===== src/rtl/hi_lo_muldiv_if.sv =====
// Bus between the control FSM and the HI/LO multiply/divide unit.
// The control side is the master and the unit is the slave.
interface hi_lo_muldiv_if #(
    parameter int unsigned SIZE = 32
);
    logic            START;
    logic [1:0]      OP;
    logic [SIZE-1:0] SRC_A;
    logic [SIZE-1:0] SRC_B;
    logic            HEN;
    logic            LEN;
    logic [SIZE-1:0] RD1;
    logic            BUSY;
    logic            DONE;
    logic            DIV_ZERO;
    logic [SIZE-1:0] hi;
    logic [SIZE-1:0] lo;

    modport master (
        output START, OP, SRC_A, SRC_B, HEN, LEN, RD1,
        input  BUSY, DONE, DIV_ZERO, hi, lo
    );

    modport slave (
        input  START, OP, SRC_A, SRC_B, HEN, LEN, RD1,
        output BUSY, DONE, DIV_ZERO, hi, lo
    );
endinterface


===== src/rtl/hi_lo_muldiv.sv =====
// Iterative signed/unsigned multiply/divide unit that owns HI and LO.
// One radix-2 step per cycle over SIZE cycles, with a sign-fixup cycle at the end.
module hi_lo_muldiv #(
    parameter int unsigned SIZE = 32
) (
    input logic           CLK,
    input logic           RST,
    hi_lo_muldiv_if.slave bus
);
    localparam int unsigned CW = $clog2(SIZE);

    typedef enum logic [1:0] {IDLE, RUN, FIN} state_t;

    state_t            state;
    state_t            state_d;
    logic              accept;
    logic              mt_ok;
    logic [CW-1:0]     cnt;
    logic [1:0]        op_q;
    logic [SIZE-1:0]   b_mag;
    logic [2*SIZE-1:0] acc;
    logic              neg_prod;
    logic              neg_rem;
    logic              div_zero_q;
    logic [SIZE-1:0]   hi_q;
    logic [SIZE-1:0]   lo_q;
    logic              busy_q;
    logic              done_q;
    logic              dz_q;

    logic              sgn_a;
    logic              sgn_b;
    logic [SIZE-1:0]   a_mag_in;
    logic [SIZE-1:0]   b_mag_in;
    logic [SIZE-1:0]   b_add;
    logic [SIZE:0]     mul_sum;
    logic [SIZE:0]     div_trial;
    logic [2*SIZE-1:0] acc_step;
    logic [2*SIZE-1:0] mul_res;
    logic [SIZE-1:0]   quo_res;
    logic [SIZE-1:0]   rem_res;

    always_comb begin
        state_d = state;
        accept  = 1'b0;
        unique case (state)
            IDLE: if (bus.START) begin
                state_d = RUN;
                accept  = 1'b1;
            end
            RUN:  if (cnt == '0) state_d = FIN;
            FIN:  state_d = IDLE;
            default: state_d = IDLE;
        endcase
    end

    assign mt_ok = (state == IDLE) && !bus.START;

    // Operand magnitudes and result signs; OP[0]=0 selects the signed variant.
    always_comb begin
        sgn_a    = !bus.OP[0] && bus.SRC_A[SIZE-1];
        sgn_b    = !bus.OP[0] && bus.SRC_B[SIZE-1];
        a_mag_in = sgn_a ? -bus.SRC_A : bus.SRC_A;
        b_mag_in = sgn_b ? -bus.SRC_B : bus.SRC_B;
    end

    // acc holds {upper, lower}: product halves for MULT, {remainder, dividend/quotient} for DIV.
    always_comb begin
        b_add     = acc[0] ? b_mag : '0;
        mul_sum   = {1'b0, acc[2*SIZE-1:SIZE]} + {1'b0, b_add};
        div_trial = acc[2*SIZE-1:SIZE-1] - {1'b0, b_mag};
        if (op_q[1]) begin
            if (div_trial[SIZE])
                acc_step = {acc[2*SIZE-2:0], 1'b0};
            else
                acc_step = {div_trial[SIZE-1:0], acc[SIZE-2:0], 1'b1};
        end else begin
            acc_step = {mul_sum, acc[SIZE-1:1]};
        end
        mul_res = neg_prod ? -acc : acc;
        quo_res = neg_prod ? -acc[SIZE-1:0] : acc[SIZE-1:0];
        rem_res = neg_rem ? -acc[2*SIZE-1:SIZE] : acc[2*SIZE-1:SIZE];
    end

    always_ff @(posedge CLK) begin
        if (RST) begin
            state <= IDLE;
        end else begin
            state <= state_d;
        end
    end

    always_ff @(posedge CLK) begin
        if (RST) begin
            cnt        <= '0;
            op_q       <= '0;
            b_mag      <= '0;
            acc        <= '0;
            neg_prod   <= 1'b0;
            neg_rem    <= 1'b0;
            div_zero_q <= 1'b0;
            hi_q       <= '0;
            lo_q       <= '0;
            busy_q     <= 1'b0;
            done_q     <= 1'b0;
            dz_q       <= 1'b0;
        end else begin
            busy_q <= (state_d != IDLE);
            done_q <= (state == FIN);
            dz_q   <= (state == FIN) && div_zero_q;

            if (accept) begin
                op_q       <= bus.OP;
                acc        <= {{SIZE{1'b0}}, a_mag_in};
                b_mag      <= b_mag_in;
                neg_prod   <= sgn_a ^ sgn_b;
                neg_rem    <= sgn_a;
                div_zero_q <= bus.OP[1] && (bus.SRC_B == '0);
                cnt        <= CW'(SIZE - 1);
            end else if (state == RUN) begin
                acc <= acc_step;
                cnt <= cnt - CW'(1);
            end

            if (state == FIN) begin
                if (!div_zero_q) begin
                    if (op_q[1]) begin
                        hi_q <= rem_res;
                        lo_q <= quo_res;
                    end else begin
                        hi_q <= mul_res[2*SIZE-1:SIZE];
                        lo_q <= mul_res[SIZE-1:0];
                    end
                end
            end else if (mt_ok) begin
                if (bus.HEN) hi_q <= bus.RD1;
                if (bus.LEN) lo_q <= bus.RD1;
            end
        end
    end

    assign bus.BUSY     = busy_q;
    assign bus.DONE     = done_q;
    assign bus.DIV_ZERO = dz_q;
    assign bus.hi       = hi_q;
    assign bus.lo       = lo_q;
endmodule


===== src/flat_wrapper.sv =====
// flat-port wrapper written by rule: the top's interface ports become plain ports
module hi_lo_muldiv_flat 
#(
    parameter int unsigned SIZE = 32
)
  (CLK, RST, bus_START, bus_OP, bus_SRC_A, bus_SRC_B, bus_HEN, bus_LEN, bus_RD1, bus_BUSY, bus_DONE, bus_DIV_ZERO, bus_hi, bus_lo);
  hi_lo_muldiv_if #(.SIZE(SIZE)) bus_i ();
  input logic CLK;
  input logic RST;
  input wire logic [$bits(bus_i.START)-1:0] bus_START;
  input wire logic [$bits(bus_i.OP)-1:0] bus_OP;
  input wire logic [$bits(bus_i.SRC_A)-1:0] bus_SRC_A;
  input wire logic [$bits(bus_i.SRC_B)-1:0] bus_SRC_B;
  input wire logic [$bits(bus_i.HEN)-1:0] bus_HEN;
  input wire logic [$bits(bus_i.LEN)-1:0] bus_LEN;
  input wire logic [$bits(bus_i.RD1)-1:0] bus_RD1;
  output wire logic [$bits(bus_i.BUSY)-1:0] bus_BUSY;
  output wire logic [$bits(bus_i.DONE)-1:0] bus_DONE;
  output wire logic [$bits(bus_i.DIV_ZERO)-1:0] bus_DIV_ZERO;
  output wire logic [$bits(bus_i.hi)-1:0] bus_hi;
  output wire logic [$bits(bus_i.lo)-1:0] bus_lo;
  assign bus_i.START = bus_START;
  assign bus_i.OP = bus_OP;
  assign bus_i.SRC_A = bus_SRC_A;
  assign bus_i.SRC_B = bus_SRC_B;
  assign bus_i.HEN = bus_HEN;
  assign bus_i.LEN = bus_LEN;
  assign bus_i.RD1 = bus_RD1;
  assign bus_BUSY = bus_i.BUSY;
  assign bus_DONE = bus_i.DONE;
  assign bus_DIV_ZERO = bus_i.DIV_ZERO;
  assign bus_hi = bus_i.hi;
  assign bus_lo = bus_i.lo;
  hi_lo_muldiv #(.SIZE(SIZE)) u_core (.CLK(CLK), .RST(RST), .bus(bus_i));
endmodule

===== config.mk =====
export PLATFORM = sky130hd
export DESIGN_NAME = hi_lo_muldiv_flat
export DESIGN_NICKNAME = d
export VERILOG_FILES = /design/src/rtl/hi_lo_muldiv_if.sv /design/src/rtl/hi_lo_muldiv.sv /design/src/flat_wrapper.sv
export SDC_FILE = /design/constraint.sdc
export NUM_CORES = 1
export LEC_CHECK = 0
export CAP_MARGIN = 20
export CORE_MARGIN = 5
export CORE_UTILIZATION = 40
export DETAILED_ROUTE_END_ITERATION = 10
export SLEW_MARGIN = 30
export SYNTH_ARGS = -nofsm -noshare
export SYNTH_HDL_FRONTEND = slang
export SYNTH_SLANG_ARGS = --single-unit

===== constraint.sdc =====
create_clock -name CLK -period 6.7 [get_ports CLK]
set_input_delay 1.34 -clock CLK [delete_from_list [all_inputs] [get_ports CLK]]
set_output_delay 1.34 -clock CLK [all_outputs]
set_load 0.02 [all_outputs]

==> impl_metrics.tcl, run 1 <==
set metrics [dict create \
    grt_pass1_vias 14000 \
    cts_tree "done" \
    maxCapViolCount 0 \
    grt-ovfl-total 0 \
    clock_skew_ns 0.0150 \
    layout-drive-gt1-share_pct 4.32 \
    tightest_slew_ns 1.04 \
    layout_common_cells "nor2_1 (232), a21oi_1 (182), dfxtp_1 (173), nand2_1 (169), clkdlybuf4s50_1 (168)" \
    r2r_setup_slack_ns 2.23 \
    track_usage_pct 25.9 \
    post-route-period-util_pct 66.7 \
    fin_crit_ns 4.47 \
    synth_area_um2 14300 \
    path_cells "ha_1, o21a_1, o21a_1, o31ai_1, nor3_1, a21oi_1, mux2i_1, nand2_1, buf_4, mux2_2, a221o_1" \
    ys.flop_type "dfxtp_1" \
    hold_buffers 0 \
    worstReg2RegStart "u_core.acc[42]" \
    ys_seq_elements 174 \
    io_pins 170 \
    synthDistinctLibCells 81 \
    r2r_end "u_core.acc[41]" \
    cpPeakStageDelay_ns 0.76 \
    grt_max_degree 86 \
    synthCells 1949 \
    firstDrtPassIters 9 \
    synth_simple_gate_area_share_pct 21.2 \
    gp_congestion 0.904 \
    whs_endpoint "u_core.bus.lo[31]" \
    cts-resized-gates 0 \
    synth_top_family_by_area "compound AO/OA/AOI/OAI gates" \
    synth_nets 2123 \
    grt_pass1_wl_mm 81.3 \
    cp-start-kind "flip-flop" \
    final-hold-violation-count 0 \
    cts.htree.levels 4 \
    crit_buf_inv 1 \
    antenna_found_initial 0 \
    yosysWarnings 0 \
    numCtsBuffers 17 \
    die_area_um2 39700 \
    worst-setup-path-type "reg -> reg" \
    async_reset_ff_share_pct 0 \
    vias 15000 \
    cp_top_family "compound AO/OA/AOI/OAI gates" \
    fin_nets 2199 \
    slew_viol_final 0 \
    post_cts_buffers 0 \
    endpoint_kind "flip-flop" \
    ant_nets 0 \
    rows 69 \
    synth_compound_area_share_pct 28.9 \
    cp.required_ns 7.04 \
    post-route-drc-count 0 \
    clock_latency_ns 0.46 \
    synth-adder-area-share_pct 6.30 \
    muxShareOfSynthArea_pct 3.23 \
    p_leak_nw 6.45 \
    fin_setup_tns_ns 0 \
    finalWirelength_mm 53.0 \
    core_area_um2 35500 \
    reg2reg_depth 11 \
    final_core_util_pct 47.2 \
    seq_area_frac_synth_pct 24.3 \
    peakVddDrop_mv 0.185 \
    die_h_um 199 \
    dp_hpwl_mm 40.4 \
    clock_tree.root_cell "clkbuf_16" \
    drt_iter0_drc 1302 \
    synth_edf_count 0 \
    synth_xor_area_share_pct 10.0 \
    timing.fmax_mhz 224 \
    cp.arrival_ns 4.81 \
    syn_to_final_growth_pct 16.8 \
    die_x_um 199 \
    path_clk_slew_ns 0.08 \
    rsz0062_at_grt "no" \
    worstHoldStart "u_core.bus.lo[31]" \
    relSlewSlack_pct 30.2 \
    cp_common_cell "o21a_1" \
    clock_path_buffers 2 \
    initial_utilization_pct 40.4 \
    avgSynthCellArea_um2 7.35 \
    p_per_area_nw_per_um2 212 \
    worst_path_max_delay_cell "mux2i_1" \
    finalSetupViolCount 0 \
    fillers 3626 \
    cts_sinks 174 \
    crit_path_max_fanout 22 \
    hold_path_depth 2 \
    io_buffers 169 \
    wl_per_cell_um 21.2 \
    via_per_inst 6.01 \
    hp-class "reg -> reg" \
    antennaDiodeCount 0 \
    status "complete, no violations" \
    final_common_cell "nor2_1" \
]
-- metrics by stage --
step	setup WS [ns]	power (mW)	hold WS, ns	area (um2)	std cells
after floorplan	3.12	2.10	0.448	14300	1949
after global placement	2.33	2.54	0.431	16200	2467
after detailed placement	2.27	2.54	0.439	16200	2467
after CTS	2.29	3.55	0.458	16700	2499
after global routing	2.05	3.73	0.481	16700	2499
final	2.23	3.54	0.453	16700	2499
-- where the power goes --
| part | switching [mW] | total [mW] | internal (mW) | leakage, nW |
|---|---|---|---|---|
| clock network | 0.488 | 0.999 | 0.511 | 0.283 |
| logic | 0.777 | 1.29 | 0.515 | 4.74 |
| registers | 0.132 | 1.25 | 1.12 | 1.43 |
-- worst min-delay path, stage by stage (launching register included) --
cell     delay, ns
dfxtp_1       0.31
nand2_1       0.05
a21oi_1       0.05
-- metal layers --
layer	wire, um	track usage [%]	vias to the layer above	part of all wire [%]
met4	1140	6.91	0	2.2
met3	4080	3.12	69	7.7
met1	24800	38.9	7045	47
met5	0	0	-	0
met2	23000	39.1	607	43
li1	-	-	7302	-
-- cell families after synthesis --
kind of cell	count (synthesis)
simple gates	646
xor+xnor	164
compound gates	648
buf+inv	200
fa+ha+maj	71
flops	174
mux	46
-- cells in the mapped netlist (12+ instances only) --
master	n	share of area (%)
nor4_1	20	0.87
a311oi_1	13	0.79
a211oi_1	101	5.3
o31ai_1	20	1.0
xor2_1	87	5.3
a31oi_1	28	1.2
clkbuf_1	111	2.9
nand2_1	169	4.4
a21oi_1	182	6.4
inv_1	66	1.7
or4_1	18	0.94
nand4_1	16	0.70
mux2i_1	44	3.1
dfxtp_1	174	24
ha_1	69	6.0
nor3_1	44	1.5
xnor2_1	77	4.7
nor2_1	232	6.1
o41ai_1	14	0.86
and2_1	12	0.52
a22oi_1	13	0.68
and3_1	14	0.61
a21o_1	28	1.5
nand2b_1	20	0.87
or3_1	14	0.61
nand3_1	39	1.4
o21ai_0	143	5.0
-- cell type report --
class,instances,area [um2],area share (%)
Inverter,66,248,1.48
Timing Repair Buffer,191,1850,11.1
Clock buffer,20,457,2.73
Sequential cell,174,3490,20.8
Tap cell,461,577,3.45
Multi-Input combinational cell,1575,10000,59.8
Clock inverter,12,113,0.673
-- state kept, by name (all words and copies together), names as in the netlist, 2 cells and up --
register,cells
u_core.b_mag,32
u_core.state,2
u_core.acc,64
u_core.bus.hi,32
u_core.bus.lo,32
u_core.cnt,5
-- worst max path at each step --
stage / startpoint / endpoint / slack [ns] / depth (start not counted)
final: u_core.acc[42] / u_core.acc[41] / 2.23 / 11
after global placement: bus_SRC_A[6] / u_core.acc[26] / 2.33 / 10
after detailed placement: bus_SRC_A[6] / u_core.acc[25] / 2.27 / 10
after CTS: u_core.acc[42] / u_core.acc[41] / 2.29 / 11
after global routing: u_core.acc[42] / u_core.acc[41] / 2.05 / 11
after floorplan: bus_SRC_A[8] / u_core.acc[25] / 3.12 / 9
Note: power is estimated with default switching activity, not from simulation.
==> run 2, diff against run 1 <==
==> constraint.sdc (replaced) <==
create_clock -name CLK -period 4 [get_ports CLK]
set_input_delay 0.8 -clock CLK [delete_from_list [all_inputs] [get_ports CLK]]
set_output_delay 0.8 -clock CLK [all_outputs]
set_load 0.02 [all_outputs]
==> impl_metrics.tcl, run 2 (synthesized netlist as in run 1, its figures left out) <==
set metrics [dict create \
    status "complete, no violations" \
    hp-class "reg -> reg" \
    cp.required_ns 4.35 \
    largest_reg_flops 64 \
    tightest_slew_ns 0.928 \
    worstHoldStart "u_core.bus.hi[29]" \
    wl_per_cell_um 21.3 \
    routed-wl-met3_mm 4.45 \
    worst_path_max_delay_cell "dfxtp_1" \
    p_leak_nw 6.79 \
    relSlewSlack_pct 38.1 \
    rows 69 \
    cts_tree "done" \
    layout-drive-gt1-share_pct 7.37 \
    finalWirelength_mm 54.7 \
    r2r_end "u_core.acc[62]" \
    die_x_um 199 \
    pre_cts_slack_ns 0.144 \
    firstDrtPassIters 6 \
    timing.fmax_mhz 267 \
    fillers 3615 \
    whs_endpoint "u_core.bus.hi[29]" \
    dp_hpwl_mm 42.8 \
    final_common_cell "nor2_1" \
    dr.max_layer_used "met4" \
    fin_setup_tns_ns 0 \
    reg2reg_depth 15 \
    slew_viol_final 0 \
    clock_skew_ns 0.0123 \
    clock_latency_ns 0.46 \
    drt-met1-wl_mm 25.8 \
    cpPeakStageDelay_ns 0.47 \
    hold_buffers 0 \
    finalSetupViolCount 0 \
    numCtsBuffers 17 \
    clock_path_buffers 2 \
    cts-resized-gates 0 \
    cts.htree.levels 4 \
    final-hold-violation-count 0 \
    post-route-drc-count 0 \
    die_h_um 199 \
    track_usage_pct 26.5 \
    syn_to_final_growth_pct 20.4 \
    cp_common_cell "buf_4" \
    r2r_setup_slack_ns 0.26 \
    cts_sinks 174 \
    initial_utilization_pct 40.4 \
    p_per_area_nw_per_um2 356 \
    post-route-period-util_pct 93.6 \
    antenna_found_initial 0 \
    path_clk_slew_ns 0.08 \
    grt_pass1_vias 14300 \
    antennaDiodeCount 0 \
    io_pins 170 \
    rsz0062_at_grt "no" \
    clock_tree.root_cell "clkbuf_16" \
    grt_max_degree 65 \
    die_area_um2 39700 \
    endpoint_kind "flip-flop" \
    io_buffers 169 \
    fin_nets 2265 \
    worst-setup-path-type "reg -> reg" \
    gp_congestion 0.977 \
    crit_path_max_fanout 10 \
    layout_common_cells "nor2_1 (232), a21oi_1 (182), dfxtp_1 (173), nand2_1 (169), clkdlybuf4s50_1 (168)" \
    path_cells "inv_1, buf_4, buf_4, nor2_1, ha_1, a21o_1, a31oi_1, o2111ai_1, nor3b_1, o31ai_1, buf_4, a31oi_1, o21ai_0, xor2_1, a221o_1" \
    peakVddDrop_mv 0.313 \
    hold_path_depth 2 \
    fin_crit_ns 3.74 \
    regMostFlops "u_core.acc" \
    worstReg2RegStart "u_core.acc[0]" \
    grt_pass1_wl_mm 83.2 \
    post_cts_buffers 0 \
    ant_nets 0 \
    maxCapViolCount 0 \
    grt-ovfl-total 0 \
    drt_iter0_drc 1546 \
    core_area_um2 35500 \
    cp-start-kind "flip-flop" \
    vias 15400 \
    dr_wl_met2_mm 23.4 \
    via_per_inst 5.99 \
    cp.arrival_ns 4.09 \
    worst_slack_ns 0.256 \
]
run 2: stage by stage:
| step | util (%) | std cells | instance area [um2] | total power, mW | hold slack (ns) |
|---|---|---|---|---|---|
| 2_1_floorplan | - | 1949 | 14300 | 3.52 | 0.448 |
| 3_3_place_gp | 46.9 | 2533 | 16700 | 4.35 | 0.432 |
| 3_5_place_dp | 46.9 | 2533 | 16700 | 4.37 | 0.433 |
| 4_1_cts | 48.6 | 2565 | 17300 | 6.12 | 0.450 |
| 5_1_grt | 48.6 | 2565 | 17300 | 6.45 | 0.477 |
| 6_report | 48.6 | 2565 | 17300 | 6.15 | 0.453 |
run 2: critical path: cells and delay by family, from the launching register on:
family / cells / cell delay, ns
buffers and inverters: 4 / 0.66
AOI/OAI and AO/OA: 7 / 1.49
DFF: 1 / 0.47
xor gates and xnor gates: 1 / 0.16
and+or+nand+nor: 2 / 0.54
adders and majority gates: 1 / 0.30
run 2: where the power goes:
part	leakage (nW)	switching [mW]	internal, mW
combinational	5.08	1.40	0.937
clock	0.281	0.868	0.892
sequential	1.43	0.167	1.88
run 2: layer usage:
metal / vias to the layer above / track usage [%]
li1: 7403 / -
met1: 7240 / 39.8
met2: 651 / 39.5
met3: 75 / 4.45
met4: 0 / 6.48
met5: - / 0
run 2: worst max path at each step:
stage	end	slack, ns	from
2_1_floorplan	u_core.bus.hi[22]	0.57	u_core.acc[32]
3_3_place_gp	u_core.acc[26]	0.24	bus_SRC_A[6]
3_5_place_dp	u_core.acc[26]	0.14	bus_SRC_A[6]
4_1_cts	u_core.acc[62]	0.27	u_core.acc[0]
5_1_grt	u_core.acc[62]	0.03	u_core.acc[0]
6_report	u_core.acc[62]	0.26	u_core.acc[0]
run 2: area by class of cell:
type                            count  area (um2)  share of cell area [%]
Clock buffer                       17         425                    2.47
Clock inverter                     15         171                   0.993
Inverter                           66         248                    1.44
Multi-Input combinational cell   1575       10000                    58.0
Sequential cell                   174        3480                    20.2
Tap cell                          461         577                    3.34
Timing Repair Buffer              257        2350                    13.6
